**src/rtl/tap_shift_reg_if.sv**
```systemverilog
// tap_shift_reg_if: sample handshake and tap bus for tap_shift_reg.
// The sum signal exists only when TAP_SUM_EN is defined.
interface tap_shift_reg_if #(
  parameter int WIDTH = 37,
  parameter int DEPTH = 5,
  parameter int CNT_W = $clog2(DEPTH+1),
  parameter int SUM_W = WIDTH + $clog2(DEPTH)
);
  logic                   din_valid;
  logic [WIDTH-1:0]       din;
  logic                   din_ready;
  logic [WIDTH*DEPTH-1:0] taps;
  logic [CNT_W-1:0]       fill_cnt;
  logic                   full;
  logic                   dout_valid;
`ifdef TAP_SUM_EN
  logic [SUM_W-1:0]       sum;
`endif

  // Upstream producer / downstream adder side
  modport master (
    output din_valid, din,
    input  din_ready, taps, fill_cnt, full, dout_valid
`ifdef TAP_SUM_EN
    , input sum
`endif
  );

  // Delay line side
  modport slave (
    input  din_valid, din,
    output din_ready, taps, fill_cnt, full, dout_valid
`ifdef TAP_SUM_EN
    , output sum
`endif
  );
endinterface

```
**src/rtl/tap_shift_reg.sv**
```systemverilog
// tap_shift_reg: parametrised tap delay line feeding the accumulation adder.
// Accepts one sample per clock on din_valid && din_ready, shifts it into
// tap 0, tracks a saturating fill count and pulses dout_valid after every
// accept that leaves the line full.
// Optional feature macro: TAP_SUM_EN -- adds an incremental running sum of
// all taps (sum port on the interface) so the adder stage can be bypassed.

// One tap register. Clear and load share the stage so every tap behaves
// identically under the clr > load priority.
module tap_stage #(
  parameter int WIDTH = 37
) (
  input  logic             clk,
  input  logic             rst,
  input  logic             clr,
  input  logic             en,
  input  logic [WIDTH-1:0] d,
  output logic [WIDTH-1:0] q
);
  // Tap register: async reset, sync clear, load on accept
  always_ff @(posedge clk or negedge rst) begin
    if (!rst)     q <= '0;
    else if (clr) q <= '0;
    else if (en)  q <= d;
  end
endmodule

module tap_shift_reg #(
  parameter int WIDTH = 37,
  parameter int DEPTH = 5,
  parameter int CNT_W = $clog2(DEPTH+1),
  parameter int SUM_W = WIDTH + $clog2(DEPTH)
) (
  input  logic           clk,
  input  logic           rst,
  input  logic           clr,
  input  logic           hold,
  tap_shift_reg_if.slave bus
);
  localparam logic [CNT_W-1:0] FULL_CNT = CNT_W'(DEPTH);
  localparam logic [CNT_W-1:0] LAST_CNT = CNT_W'(DEPTH-1);

  if (DEPTH < 2) begin : g_bad_depth
    $error("tap_shift_reg: DEPTH must be at least 2");
  end

  logic                        accept;
  logic [DEPTH-1:0][WIDTH-1:0] tap_q;
  logic [CNT_W-1:0]            fill_q;
  logic                        dv_q;

  // clr and hold both stall the producer; din_ready is the only
  // combinational output so upstream can hold its sample in place.
  assign bus.din_ready = !hold && !clr;
  assign accept        = bus.din_valid && bus.din_ready;

  // Tap chain: tap 0 loads din, tap k loads tap k-1. All taps move
  // only on accept, so latency to tap k is counted in accepts.
  for (genvar k = 0; k < DEPTH; k++) begin : g_tap
    logic [WIDTH-1:0] d;
    if (k == 0) begin : g_head
      assign d = bus.din;
    end else begin : g_body
      assign d = tap_q[k-1];
    end
    tap_stage #(.WIDTH(WIDTH)) u_stage (
      .clk (clk),
      .rst (rst),
      .clr (clr),
      .en  (accept),
      .d   (d),
      .q   (tap_q[k])
    );
  end

  // Packed layout puts tap k at [k*WIDTH +: WIDTH]
  assign bus.taps = tap_q;

  // Fill counter: counts accepts, saturates at DEPTH, never wraps
  always_ff @(posedge clk or negedge rst) begin
    if (!rst)                              fill_q <= '0;
    else if (clr)                          fill_q <= '0;
    else if (accept && fill_q != FULL_CNT) fill_q <= fill_q + 1'b1;
  end

  // dout_valid: one-cycle pulse after an accept that leaves the line full.
  // hold and idle both block accept, so they force the pulse low too.
  always_ff @(posedge clk or negedge rst) begin
    if (!rst)     dv_q <= 1'b0;
    else if (clr) dv_q <= 1'b0;
    else          dv_q <= accept && (fill_q >= LAST_CNT);
  end

  assign bus.fill_cnt   = fill_q;
  assign bus.full       = (fill_q == FULL_CNT);
  assign bus.dout_valid = dv_q;

`ifdef TAP_SUM_EN
  // Running sum tracks the window: add the incoming sample, drop the
  // sample falling off the end. Taps are zero after reset/clear, so the
  // partially filled line needs no special case. SUM_W has enough
  // headroom that the sum never overflows.
  logic [SUM_W-1:0] sum_q;
  logic [SUM_W-1:0] din_x;
  logic [SUM_W-1:0] old_x;

  assign din_x = {{(SUM_W-WIDTH){bus.din[WIDTH-1]}}, bus.din};
  assign old_x = {{(SUM_W-WIDTH){tap_q[DEPTH-1][WIDTH-1]}}, tap_q[DEPTH-1]};

  // Accumulator update on accept
  always_ff @(posedge clk or negedge rst) begin
    if (!rst)        sum_q <= '0;
    else if (clr)    sum_q <= '0;
    else if (accept) sum_q <= sum_q + din_x - old_x;
  end

  assign bus.sum = sum_q;
`endif
endmodule
```
**src/flat_wrapper.sv**
```systemverilog
// flat-port wrapper written by rule: the top's interface ports become plain ports
module tap_shift_reg_flat 
#(
  parameter int WIDTH = 37,
  parameter int DEPTH = 5,
  parameter int CNT_W = $clog2(DEPTH+1),
  parameter int SUM_W = WIDTH + $clog2(DEPTH)
)
  (clk, rst, clr, hold, bus_din_valid, bus_din, bus_din_ready, bus_taps, bus_fill_cnt, bus_full, bus_dout_valid);
  tap_shift_reg_if #(.WIDTH(WIDTH), .DEPTH(DEPTH), .CNT_W(CNT_W), .SUM_W(SUM_W)) bus_i ();
  input  logic clk;
  input  logic rst;
  input  logic clr;
  input  logic hold;
  input wire logic [$bits(bus_i.din_valid)-1:0] bus_din_valid;
  input wire logic [$bits(bus_i.din)-1:0] bus_din;
  output wire logic [$bits(bus_i.din_ready)-1:0] bus_din_ready;
  output wire logic [$bits(bus_i.taps)-1:0] bus_taps;
  output wire logic [$bits(bus_i.fill_cnt)-1:0] bus_fill_cnt;
  output wire logic [$bits(bus_i.full)-1:0] bus_full;
  output wire logic [$bits(bus_i.dout_valid)-1:0] bus_dout_valid;
  assign bus_i.din_valid = bus_din_valid;
  assign bus_i.din = bus_din;
  assign bus_din_ready = bus_i.din_ready;
  assign bus_taps = bus_i.taps;
  assign bus_fill_cnt = bus_i.fill_cnt;
  assign bus_full = bus_i.full;
  assign bus_dout_valid = bus_i.dout_valid;
  tap_shift_reg #(.WIDTH(WIDTH), .DEPTH(DEPTH), .CNT_W(CNT_W), .SUM_W(SUM_W)) u_core (.clk(clk), .rst(rst), .clr(clr), .hold(hold), .bus(bus_i));
endmodule
```
**config.mk**
```make
export PLATFORM = sky130hd
export DESIGN_NAME = tap_shift_reg_flat
export DESIGN_NICKNAME = d
export VERILOG_FILES = /design/src/rtl/tap_shift_reg_if.sv /design/src/rtl/tap_shift_reg.sv /design/src/flat_wrapper.sv
export SDC_FILE = /design/constraint.sdc
export NUM_CORES = 1
export LEC_CHECK = 0
export ABC_AREA = 1
export CORE_ASPECT_RATIO = 1.75
export CORE_MARGIN = 1
export CORE_UTILIZATION = 50
export CTS_CLUSTER_DIAMETER = 40
export DETAILED_ROUTE_END_ITERATION = 6
export PLACE_DENSITY = 0.89
export REMOVE_ABC_BUFFERS = 1
export SLEW_MARGIN = 10
export SYNTH_ARGS = -nofsm -noshare
export SYNTH_HDL_FRONTEND = slang
export SYNTH_SLANG_ARGS = --single-unit
```
**constraint.sdc**
```tcl
create_clock -name clk -period 2.8 [get_ports clk]
set_input_delay 0.28 -clock clk [delete_from_list [all_inputs] [get_ports clk]]
set_output_delay 0.28 -clock clk [all_outputs]
set_load 0.1 [all_outputs]
```
# Word level (Yosys, flattened, before mapping)
# Cells that the tools add are included.
[word_totals] ff_bits=189 inputBits=42 output_inout_bits=191 word_cells=32
[op_classes] n_addsub=1 n_lt_le_gt_ge=1 eq_ne=2 mux=13 n_reduce_logical=8
[op_table] cell="$mux 37" count=10
[op_table] cell="$mux 3" count=2
[op_table] cell="$logic_and 1x1->1" count=4
[op_table] cell="$reduce_bool 2->1" count=2
[op_table] cell="$add 3x1->3 const B" count=1
[op_table] cell="$eq 3x3->1 const B" count=1
[op_table] cell="$ge 3x3->1 const B" count=1
[op_table] cell="$ne 3x3->1 const B" count=1
[op_table] cell="$logic_not 1->1" count=2
[op_table] cell="$mux 1" count=1

# Logic depth before layout (Yosys ltp)
# Gate-level depths: netlist (run 1).
[depth] depth_word=6 mapped_depth=7 depth_no_buf=7

# Cells and area by module
# From an unflattened synthesis (run 1), not the netlist that was laid out.
[hier_totals] hier_cells=832 area_unflattened_um2=8072.7
[by_module_without_submodules] module="tap_stage" n_inst=5 cells_each=160 area_each_um2=1566.5 seq_area_each_um2=925.9
[by_module_without_submodules] module="tap_shift_reg" n_inst=1 cells_each=32 area_each_um2=240.2 seq_area_each_um2=100.1

# Worst setup path after synthesis (run 1)
# Ideal clock, no wire load.
[synth_path] kind="reg2reg" startpoint="register u_core.fill_q[0], in the netlist u_core.bus.fill_cnt[0]" endpoint="register u_core.fill_q[0], in the netlist u_core.bus.fill_cnt[0]" setup_ns=0.124 arrival_ns=2.236 required_time_ns=2.676 setup_slack_ns=0.441 stages_incl_launch_ff=7 path_buffers=0 synth_period_minus_slack_ns=2.359 path_cell_list="dfrtp_1 ha_1 nand2_1 inv_1 nand2_1 nand3_1 nand2_1"
[synth_between] elab_chain_cells=3 elab_cells_between_ends=6 cone_classes="add/sub: 1; eq/ne: 1; mux: 2; reduce/logical: 2"
[synth_lines] item="start, declared" line_no="tap_shift_reg.sv:49" text="logic [CNT_W-1:0] fill_q;"
[synth_lines] item="start signal, assigned" line_no="tap_shift_reg.sv:83" text="else if (accept && fill_q != FULL_CNT) fill_q <= fill_q + 1'b1;"
[synth_lines] item="$add 3x1->3 or $ne 3x3->1 (tied branches)" line_no="tap_shift_reg.sv:83"
[synth_lines] item="$mux 3 or $logic_and 1x1->1 (tied branches)" line_no="tap_shift_reg.sv:83"
[synth_lines] item="$mux 3 or $reduce_bool 2->1 (tied branches)"
# Parallel ways exist; a longest one is shown, timed or not. The select of a mux whose other input is x is not followed.
# A chain may end at the register's enable or synchronous reset.

# Worst setup path after layout (run 1)
[layout_path] startpoint="input clr" endpoint="output bus_din_ready"
[layout_between] elab_chain_cells=2
[layout_lines] item="start, declared" line_no="flat_wrapper.sv:13" text="input logic clr;"
[layout_lines] item="$logic_not 1->1" line_no="tap_shift_reg.sv:54" text="assign bus.din_ready = !hold && !clr;"
[layout_lines] item="$logic_and 1x1->1" line_no="tap_shift_reg.sv:54"
[layout_lines] item="end, declared" line_no="flat_wrapper.sv:17" text="output wire logic [$bits(bus_i.din_ready)-1:0] bus_din_ready;"
# Every way passes these cells.

==> results of run 1 <==
==> where the power goes <==
| group | internal (mW) | switching (mW) | leakage [nW] | total (mW) |
|---|---|---|---|---|
| clock | 1.22 | 1.10 | 0.286 | 2.33 |
| sequential | 2.77 | 0.0391 | 2.62 | 2.81 |
| combinational | 0.167 | 0.593 | 2.44 | 0.760 |
| total | 4.16 | 1.74 | 5.34 | 5.90 |
==> state kept, by name, summed over array words and instances, names as in the netlist <==
register                flops
u_core.g_tap.u_stage.q    185
u_core.bus.fill_cnt         3
u_core.bus.dout_valid       1
==> kinds of logic (layout without fill, tap and decap cells) <==
logic type                 Yosys count  count (layout)
adders and majority gates            2               2
buffers and inverters              100             319
other                                0               1
and+or+nand+nor                    431             431
AOI/OAI and AO/OA                   75              75
DFF                                189             189
==> worst paths after layout <==
check | to | slack [ps] | cells after the start
min in group asynchronous | u_core.g_tap[2].u_stage.q[10]$_DFFE_PN0P_ | 380 | 2
worst min-delay path | u_core.g_tap[2].u_stage.q[2]$_DFFE_PN0P_ | 330 | 3
worst max-delay path | bus_din_ready | 790 | 4
worst min register to register | u_core.g_tap[4].u_stage.q[35]$_DFFE_PN0P_ | 480 | 2
worst max register to register | u_core.bus.fill_cnt[2]$_DFFE_PN0P_ | 1700 | 5
max in group asynchronous | u_core.g_tap[3].u_stage.q[28]$_DFFE_PN0P_ | 1620 | 3
==> cells in the mapped netlist <==
library cell	count
sky130_fd_sc_hd__o21ai_0	23
sky130_fd_sc_hd__buf_1	8
sky130_fd_sc_hd__o21ai_1	50
sky130_fd_sc_hd__buf_2	30
sky130_fd_sc_hd__clkbuf_1	18
sky130_fd_sc_hd__nand2_1	267
sky130_fd_sc_hd__nor2_1	8
sky130_fd_sc_hd__nand3_1	154
sky130_fd_sc_hd__inv_2	2
sky130_fd_sc_hd__dfrtp_1	189
sky130_fd_sc_hd__a21oi_2	1
sky130_fd_sc_hd__inv_1	41
sky130_fd_sc_hd__nor2_4	1
sky130_fd_sc_hd__a21oi_1	1
sky130_fd_sc_hd__nand2_2	1
sky130_fd_sc_hd__ha_1	2
sky130_fd_sc_hd__buf_4	1
==> final cells by class <==
| type | count | area, um^2 | area share, % |
|---|---|---|---|
| multi-input combinational | 508 | 2243 | 22.52 |
| antenna | 1 | 2.502 | 0.02512 |
| clock buffer | 19 | 452.9 | 4.547 |
| timing repair buffer | 244 | 2026 | 20.34 |
| inverter | 43 | 161.4 | 1.620 |
| clock inverter | 13 | 120.1 | 1.206 |
| sequential | 189 | 4730 | 47.48 |
| tap | 180 | 225.2 | 2.261 |
==> stage by stage <==
step	power, mW	area, um^2
finish	5.898	9961
detailed placement	3.628	9375
floorplan	3.312	7116
global route	6.098	9961
CTS	5.943	9958
global placement	3.620	9375
==> timing repair <==
| action | CTS | global route |
|---|---|---|
| gates resized for setup | 0 | 0 |
| hold endpoints to repair | 56 | 0 |
| endpoints found under the setup margin | 0 | 0 |
| hold buffers | 1 | 0 |
==> metal layers <==
layer / routed length [um] / part of all wire, %
met5: 0 / 0
met4: 871 / 4.6
met3: 980 / 5.2
met2: 9601 / 51
met1: 7356 / 39
==> worst max-delay path, stage by stage <==
cell,delay (ps)
sky130_fd_sc_hd__clkdlybuf4s50_1,570
sky130_fd_sc_hd__nor2_4,220
sky130_fd_sc_hd__buf_12,390
sky130_fd_sc_hd__buf_12,230
==> flow_results.org, run 1 <==
** Finish
- Commonest non-fill, non-tap cell in the layout :: sky130_fd_sc_hd__nand2_1
- After the last flow step, the layout net total stands at between 1000 and 1500.
- Number of standard cells in the layout, taps in and fillers out :: about 1200
- From synthesis to final layout, the design area changed by 35.14%.
- Filler Cell Count :: between 1000 and 1500
- Final cell utilization of the core :: 69.32%
- Share of post-route cells with drive strength above 1 :: about a quarter
- Commonest cells after routing, fill and taps aside :: 267 x sky130_fd_sc_hd__nand2_1, 196 x sky130_fd_sc_hd__buf_4, 189 x sky130_fd_sc_hd__dfrtp_1

** Synth
- The top cell type by area accounts for 64.17% of the synthesized area.
- Count of cell types in the netlist :: 17
- Yosys attributes the largest share of cell area to sky130_fd_sc_hd__dfrtp_1 64%, sky130_fd_sc_hd__nand2_1 14%, sky130_fd_sc_hd__nand3_1 10%.
- Compound-gate portion of the synthesized area :: 5.143%
- During synthesis, Yosys emitted a total of 0 warnings.
- Synthesized area divided by synthesized cell count :: 9.248 um^2
- After synthesis, the largest family of logic cells by area is simple AND/OR/NAND/NOR gates.
- The synthesized netlist devotes 0% of its cell area to XOR and XNOR gates.
- Of all cell types, the one taking the most synthesized area is sky130_fd_sc_hd__dfrtp_1.
- Synthesis-stage register bit count :: 189
- After Yosys synthesis, full adders, half adders and majority gates account for less than 1% of the synthesized area.
- After Yosys synthesis, and, or, nand and nor cells account for 24.70% of the synthesized area.
- Gate count after technology mapping :: 797
- Sequential cell area fraction in the yosys report :: 64.17%
- Multiplexer share of the synthesized area :: 0%
- After synthesis the cells add up to 0.007371 mm^2.

** Clock network
- Clock tree from TritonCTS :: done
- Clock insertion delay at the later pin of the skew report :: 420 ps
- Counting along the longest clock path gives a buffer depth of 2.
- CTS placed an instance of sky130_fd_sc_hd__clkbuf_16 at the clock tree root.
- The clock drives 189 sinks.
- Number of clock buffers inserted by TritonCTS :: 17
- Post-CTS timing repair inserted 0 buffers for setup.
- Clock-pin slew on the worst setup and hold paths :: around 70 ps
- In this run the number of H-tree levels came out at 4.

** Place
- Before CTS, the worst setup slack after placement is 717.8 ps.
- The number of placed instances, taps included, is 1163.
- At the end of routability-driven placement, the weighted congestion stood at 0.7982.
- Summed over all nets, the half-perimeter wirelength after detailed placement is 12320 um.
- Port buffering added 232 buffers.

** Timing
- Normalized max-slew margin :: 62.64%
- For this run, the top clock speed supported by timing is approximately 500 MHz.
- Layout Skew :: 7.530 ps
- On the final layout, the worst hold slack is 327.5 ps.
- After routing, the total negative slack on setup checks comes to 0 ps.
- For the pin with the worst max-slew slack, the measured transition is about 560 ps.
- Setup-failing EPs final :: 0
- The number of failing hold endpoints at the final stage was 0.
- Setup repair after global routing left no endpoint under its margin.
- In the post-route analysis, the smallest setup slack over all paths is 792.7 ps.
- For the finished layout, the period the worst path requires is 2007 ps.
- The number of max-slew violations in the final report was 0.
- Final worst-path cycle share :: 71.69%

** Global route
- For this run the aggregate overflow at the end of global routing stands at 0.
- Number of global-route vias before repair :: 6056
- Entering global routing, the biggest net connects 126 pins.
- For met2 alone, demand over resource in global routing was a little over two fifths.
- The first global-routing pass estimated 30720 um of wire.
- Global routing's busiest layer :: met2
- Met3 Usage GRT :: a little over 5%
- Overall routing resource usage :: approximately 26%
- For met1 alone, demand over resource in global routing was 32.44%.
- The initial antenna violation count came to 1.

** Floorplan
- The floorplan step set the die height to 162.6 um.
- The initial utilization of the core area, before any placement, comes to roughly 51%.
- The initialized floorplan defines 58 standard-cell rows.
- Area of the placeable core :: 0.01437 mm^2
- IO Count :: 233
- Chip width :: between 90 and 100 um
- The floorplan step defined a die boundary enclosing 0.01525 mm^2.

** Route
- The routed design has 18810 um of wire.
- WL per Instance :: 15.71 um
- DR vias/cell :: 5.238
- Detailed-router iteration count before antenna repair :: 6
- Total number of vias :: 6270
- For this block, the initial DRC count from the detailed router was 445.
- Remaining number of nets flagged by the antenna check after routing :: 0
- In the routed design, unresolved DRC markers number 0.

** Status
- The flow ran to the end, and the final reports show no timing, DRC or antenna violations.

** Setup path
- In this run the worst setup path begins at clr.
- Launching element type of the critical path :: input port
- For the worst setup path, the data required time is 2520 ps.
- CP Data Arrival Time :: 1730 ps
- Reg-to-Reg Start :: u_core.bus.fill_cnt[0]$_DFFE_PN0P_
- In this run the worst path has a maximum fanout of 100.
- The worst setup path is captured at an output port.
- By startpoint and endpoint, the worst setup path is classified as input port to output port.

** Hold path
- Hold/Removal Path Class :: input port to flop
- Min-delay src :: bus_din_valid

** Power and ir drop
- Across the VDD grid, the largest voltage drop is 477.4 uV.
- Summed over all cells, the static leakage comes to 5.345 nW.
- Total power density per cell area :: 592.2 mW/mm^2

** Run
- Across the run, the number of max-cap violations was 0.
Note: power is estimated with default switching activity, not from simulation.
==> run 2, diff against run 1 <==
- CORE_UTILIZATION: 50 -> 46
- PLACE_DENSITY: 0.89 -> 0.83
- clock period: 2.8 -> 1.9 ns (I/O delays scaled with it)
==> flow_results.org, run 2 (synthesized netlist as in run 1, its figures left out) <==
** Setup path
- The slowest stage of the critical path belongs to the cell sky130_fd_sc_hd__clkdlybuf4s50_1.
- Cell Chain, Critical Path :: clkdlybuf4s50_1, nor2_4, buf_4, buf_12
- CP max FO :: 17
- The worst setup path is of the input port to output port kind.
- STA classifies the critical path startpoint as an input port.
- Reg2Reg Setup Slack :: 740 ps
- Kind of end point of the critical path :: output port
- CP Data Arrival Time :: roughly 1500 ps
- For this run, the slowest stage of the critical path takes approximately 550 ps.
- Req. time, crit path :: 1710 ps

** Floorplan
- Die area :: 0.01655 mm^2
- Area of the placeable core :: 0.01554 mm^2
- The initialized floorplan defines 60 standard-cell rows.
- For this configuration, the core starts out at a cell density of 47.43%.
- Chip width :: just under 100 um
- IO Count :: around 230
- Die height :: 169.5 um

** Global route
- Wire length of the first global-routing pass :: approximately 32000 um
- Global routing finished with a remaining overflow of 0.
- Global routing used between 20 and 25% of the available tracks across all layers.
- Entering global routing, the biggest net connects between 100 and 150 pins.
- Antenna violations before repair :: 1
- The number of global-route vias before repair was 6171.

** Timing
- Minimum clock period :: between 1500 and 2000 ps
- Setup violations remaining at the end of the flow were counted as 0.
- Transition time at the pin with the least slew margin :: about 540 ps
- The number of failing hold endpoints at the final stage came to 0.
- Across the routed clock network, the largest skew measured is 11.69 ps.
- Crit path setup slack, layout :: 188.0 ps
- Setup repair after global routing left no endpoint under its margin.
- Fmax :: around 580 MHz
- Normalized max-slew margin :: between 60% and 70%
- The worst path uses 90.10% of the clock period.
- Aggregate negative setup slack :: 0 ps
- Fin Hold WS :: 151.8 ps
- The number of max-slew violations in the final report came to 0.

** Power and ir drop
- IR analysis of the VDD net gives a maximum drop of about 540 uV.
- Part of the total power dissipated in combinational logic :: between 10% and 20%
- Cell Int Power :: between 6 and 7 mW
- In this run the power spent charging and discharging nets is 2.561 mW.
- Switching share of power :: 29.11%
- Cell leakage power :: 5.391 nW
- Total power density per cell area :: 868.8 mW/mm^2
- Clock share of power :: 39.6%
- Of the total power, registers draw 47.1%.

** Clock network
- Clock Tree Buf Depth :: 2
- Number of H-tree branching levels :: 4
- Clock-pin slew on the worst setup and hold paths :: ~70 ps
- For the worst-skew pair, the clock arrives at the later sink with an insertion delay of 420 ps.
- The tree is rooted in a sky130_fd_sc_hd__clkbuf_16.
- The number of clock buffers added by TritonCTS is 17.
- Number of clock sinks :: 189
- TritonCTS built the clock tree.
- The number of setup buffers added after CTS is 0.

** Run
- Max cap viols :: 0

** Route
- For this run, the detailed router's first-pass iteration total came to 7.
- Total number of vias :: 6303
- Routed wire length :: 19770 um
- After detailed routing, the number of remaining DRC violations is 26.
- Remaining number of nets flagged by the antenna check after routing :: 0
- DR vias/cell :: 5.205
- Dividing the detail-routed wire length by the instance count gives 16.32 um.
- Iteration-0 DRC count of the detailed router :: between 300 and 400

** Place
- Sum of net half-perimeters after detailed placement :: 13200 um
- The congestion estimate from routability-driven global placement came to roughly 0.83.
- The count of buffers added on input and output ports is 232.
- Once placement finished, the instance area stood at 0.009538 mm^2.
- Setup WS pre-CTS :: between 100 and 150 ps
- Placed Cells incl. Taps :: 1178

** Finish
- Filler Cell Count :: roughly 1200
- Nets@finish :: between 1000 and 1500
- Top register by number of flip-flops :: u_core.g_tap.u_stage.q
- The multi-input combinational cells in the finished layout cover a total of 0.002243 mm^2.
- With fillers left out, the area of the finished cells amounts to 0.01012 mm^2.
- Leaving out fill and tap cells, the most frequent cell in the layout is sky130_fd_sc_hd__nand2_1.
- Signed area change from the synthesized netlist to the final layout :: 37.35%
- Share of post-route cells with drive strength above 1 :: 24.41%
- The register with the most flip-flops in the layout has ~190 of them.
- Commonest cells after routing, fill and taps aside :: 267 x sky130_fd_sc_hd__nand2_1, 198 x sky130_fd_sc_hd__buf_4, 189 x sky130_fd_sc_hd__dfrtp_1
- For this run, the number of standard cells in the final layout without fillers is 1211.
- Reg area :: ~0.0047 mm^2

** Status
- Outcome :: finished, violations left
- Failing checks :: DRC

** Hold path
- Hold/Removal Path Class :: input port to flop
[run 2: cell count changes in the layout (fill, tap and decap cells not counted), sizes merged]
cell,delta
inv,-2
buf,+9
clkinv,-6
clkinvlp,+7
bufinv,+1
clkbuf,-1
[run 2: timing repair]
action / CTS / global route
hold buffers: 1 / 0
gates resized for setup: 0 / 0
endpoints found under the hold margin: 33 / 0
[run 2: worst paths after layout]
check                      cells past startpoint                                        end                                 startpoint
max in group asynchronous                      3  u_core.g_tap[4].u_stage.q[15]$_DFFE_PN0P_                                        rst
hold reg to reg                                2  u_core.g_tap[4].u_stage.q[36]$_DFFE_PN0P_  u_core.g_tap[4].u_stage.q[36]$_DFFE_PN0P_
min in group asynchronous                      2  u_core.g_tap[4].u_stage.q[17]$_DFFE_PN0P_                                        rst
setup / recovery                               4                              bus_din_ready                                       hold
hold / removal                                 3  u_core.g_tap[2].u_stage.q[15]$_DFFE_PN0P_                              bus_din_valid
setup reg to reg                               5         u_core.bus.fill_cnt[2]$_DFFE_PN0P_         u_core.bus.fill_cnt[0]$_DFFE_PN0P_
[run 2: per-layer routing]
metal	routed length, um	track usage (%)	vias up
li1	-	-	2988
met1	7654	29.93	3054
met2	10270	41.32	209
met3	894	5.107	52
met4	948	14.10	0
met5	0	0	-
[run 2: through the flow]
step	util [%]	total power, mW
detailed placement	61.38	5.394
global route	65.14	9.079
CTS	65.13	8.861
global placement	61.38	5.384
finish	65.14	8.796
floorplan	-	4.880
[run 2: final cells by class]
cell class / instances / share of cell area [%]
multi-input combinational: 508 / 22.16
antenna: 1 / 0.02472
sequential: 189 / 46.72
inverter: 43 / 1.594
tap: 186 / 2.299
clock inverter: 13 / 1.322
clock buffer: 18 / 4.338
timing repair buffer: 253 / 21.54
[run 2: power groups by stage]
stage               clock (mW)  sequential [mW]  combinational [mW]
floorplan                    0             4.69               0.192
global placement             0             4.22                1.16
detailed placement           0             4.22                1.17
CTS                       3.54             4.15                1.17
global route              3.69             4.15                1.23
finish                    3.48             4.15                1.17
[run 2: critical path, delay by kind of cell]
family                 cells  cell delay (ps)
and+or+nand+nor            1              260
buffers and inverters      3             1060
==> run 3, diff against run 2 <==
- REMOVE_ABC_BUFFERS: 1 -> unset
==> flow_results.org, run 3 (synthesized netlist as in run 1, its figures left out) <==
** Finish
- The register with the most flip-flops in the layout has roughly 190 of them.
- After filler insertion, the fill cell instance count of the layout stands at roughly 1200.
- Nets@finish :: about 1100
- u_core.g_tap.u_stage.q holds more flip-flops than any other register.
- Leaving out fill and tap cells, the most frequent cell in the layout is sky130_fd_sc_hd__nand2_1.
- Of the cells placed in the final design, the portion with a size suffix greater than 1 is between 20% and 30%.
- Number of diodes :: 0
- Compared with the post-synthesis result, the final layout area differs by 37.11%.
- Cells fill approximately two thirds of the core in the end.
- In the layout the commonest cells are 267 x sky130_fd_sc_hd__nand2_1, 197 x sky130_fd_sc_hd__buf_4, 186 x sky130_fd_sc_hd__dfrtp_1.

** Clock network
- In this run the clock root is driven by a sky130_fd_sc_hd__clkbuf_16.
- Clock latency on the worst-skew pair, taken at its later pin, is between 400 and 500 ps.
- Buffers inserted to repair hold after CTS numbered 1.
- Clock tree synthesis inserted a total of 17 buffers.
- Number of clock sinks :: 189
- After clock tree synthesis, the repair step resized 0 gates.
- TritonCTS built the clock tree.
- Clock-pin slew on the worst setup and hold paths :: roughly 70 ps
- The H-tree was split into 4 levels.
- The clock passes through at most 2 buffers.
- Buffers added to address setup during post-CTS repair amount to 0.

** Setup path
- Reg-to-Reg Start :: u_core.bus.fill_cnt[1]$_DFFE_PN0P_
- In this run the worst setup path begins at u_core.bus.fill_cnt[0]$_DFFE_PN0P_.
- The critical path in this run is classified as flop to output port.
- Launching element type of the critical path :: flop
- STA puts the critical path data arrival time at 1510 ps.
- Of all nets on the critical path, the largest fanout is 5.
- The worst setup path is captured at an output port.
- At the worst endpoint, the required time is around 1700 ps.
- Endpoint of the lowest-slack register-to-register path :: u_core.bus.fill_cnt[0]$_DFFE_PN0P_
- Setup slack on the worst reg-to-reg path comes out at between 600 and 700 ps.
- R2r worst-path depth :: 7

** Route
- Routed wire length :: 19310 um
- Detailed-router iteration count before antenna repair :: 7
- Iteration-0 DRC count of the detailed router :: 423
- WL per Instance :: about 16 um
- Total number of vias :: roughly 6200
- Remaining design rule violation count :: 24
- After detailed routing, the number of vias per cell comes to 5.130.
- The count of nets left with antenna violations once routing finished came out at 0.

** Floorplan
- After floorplanning, the core was divided into 60 placement rows.
- Area of the placeable core :: roughly 0.016 mm^2
- Die area :: 0.01655 mm^2
- From left edge to right edge, the die measures approximately 98 um.
- For this design the top-level I/O count stands at 233.
- Die height :: ~170 um
- The initial utilization of the core area, before any placement, comes to 47.43%.

** Timing
- Final worst-path cycle share :: 89.54%
- Unrepaired setup endpoints after global routing :: no
- Static timing analysis puts the maximum clock frequency at 587.8 MHz.
- Between clock sinks in the finished design, the worst skew comes to 14.40 ps.
- Minimum clock period :: 1701 ps
- Setup-failing EPs final :: 0
- For the pin with the worst max-slew slack, the measured transition is ~660 ps.
- Normalized max-slew margin :: approximately 56%
- Aggregate negative setup slack :: 0 ps
- The number of max-slew violations in the final report is 0.
- The number of failing hold endpoints at the final stage is 0.

** Hold path
- Counting instances, the worst hold path has a depth of 3.
- The worst hold path terminates at u_core.bus.fill_cnt[2]$_DFFE_PN0P_.
- The startpoint identified for the worst hold timing path is bus_din_valid.
- Hold/Removal Path Class :: input port to flop

** Global route
- Pin count of the biggest net entering global routing :: 84
- The first global-routing pass estimated 30990 um of wire.
- Antenna violations before repair :: 0
- Global routing used between 20% and 30% of the available tracks.
- Global route overflow :: 0
- Number of global-route vias before repair :: 5776

** Status
- The checks that failed: DRC.
- Outcome :: finished, violations left

** Power and ir drop
- Dividing total power by cell area gives a power density of 872.9 mW/mm^2.
- Summed over all cells, the static leakage comes to 5.392 nW.
- Worst IR Drop VDD :: 558.0 uV

** Place
- Sum of net half-perimeters after detailed placement :: between 10000 and 15000 um
- At the end of routability-driven placement, the weighted congestion stood at 0.8257.
- Port Buffers :: 232

** Synth
- The number of nets handed over by synthesis was about 840.

** Run
- Max-cap violations in this run came to 0.
==> run 3: cell count changes in the layout (fill, tap and decap cells not counted), moves of 2 or more <==
| cell | previous run | this run |
|---|---|---|
| sky130_fd_sc_hd__clkinvlp_4 | 7 | 1 |
| sky130_fd_sc_hd__clkbuf_1 | 0 | 3 |
| sky130_fd_sc_hd__dfrtp_1 | 189 | 186 |
| sky130_fd_sc_hd__inv_8 | 3 | 0 |
| sky130_fd_sc_hd__clkbuf_8 | 2 | 4 |
| sky130_fd_sc_hd__clkinv_2 | 0 | 2 |
| sky130_fd_sc_hd__dfrtp_2 | 0 | 2 |
==> run 3: area by class of cell <==
| type | instances | area, um^2 | share of cell area, % |
|---|---|---|---|
| inverter | 43 | 165.2 | 1.634 |
| clock inverter | 8 | 105.1 | 1.040 |
| sequential | 189 | 4736 | 46.86 |
| clock buffer | 23 | 478.0 | 4.729 |
| multi-input combinational | 508 | 2236 | 22.12 |
| timing repair buffer | 251 | 2153 | 21.31 |
| tap | 186 | 232.7 | 2.303 |
==> run 3: worst max-delay path by stage <==
| stage | end | slack [ps] | cells past startpoint |
|---|---|---|---|
| after floorplan | u_core.g_tap[2].u_stage.q[24]$_DFFE_PN0P_ | 40 | 5 |
| after global placement | u_core.g_tap[3].u_stage.q[32]$_DFFE_PN0P_ | 310 | 6 |
| after detailed placement | u_core.g_tap[3].u_stage.q[24]$_DFFE_PN0P_ | 260 | 6 |
| after CTS | bus_full | 180 | 4 |
| after global routing | bus_full | 120 | 4 |
| final | bus_full | 200 | 4 |
==> run 3: power by group <==
group	internal (mW)	total (mW)	switching, mW
sequential	4.09	4.15	0.0614
combinational	0.274	1.14	0.870
clock	2.05	3.52	1.47
total	6.42	8.82	2.40
==> run 3: per-stage QoR <==
step                      setup slack, ps  instances  instance area [um^2]  total power, mW  hold slack (ps)
after floorplan                     37.69        797                  7381            4.963           -105.6
final                               198.7       1208                 10110            8.822            163.8
after detailed placement            257.3       1176                  9513            5.377            191.8
after global routing                120.3       1208                 10110            9.135            165.0
after CTS                           181.5       1208                 10110            8.898            153.2
after global placement              309.2       1176                  9513            5.368            192.1
==> run 3: worst max-delay path, cell delays in order, from the launching register on <==
cell and delay, ps:
sky130_fd_sc_hd__dfrtp_2 440, sky130_fd_sc_hd__ha_1 200, sky130_fd_sc_hd__nand2_1 130, sky130_fd_sc_hd__clkinvlp_4 140
sky130_fd_sc_hd__buf_12 180
==> run 3: per-layer routing <==
| layer | share of wire, % | global-route usage [%] |
|---|---|---|
| met1 | 40 | 31.24 |
| met2 | 51 | 38.95 |
| met3 | 4.6 | 3.871 |
| met4 | 4.5 | 12.98 |
| met5 | 0 | 0 |
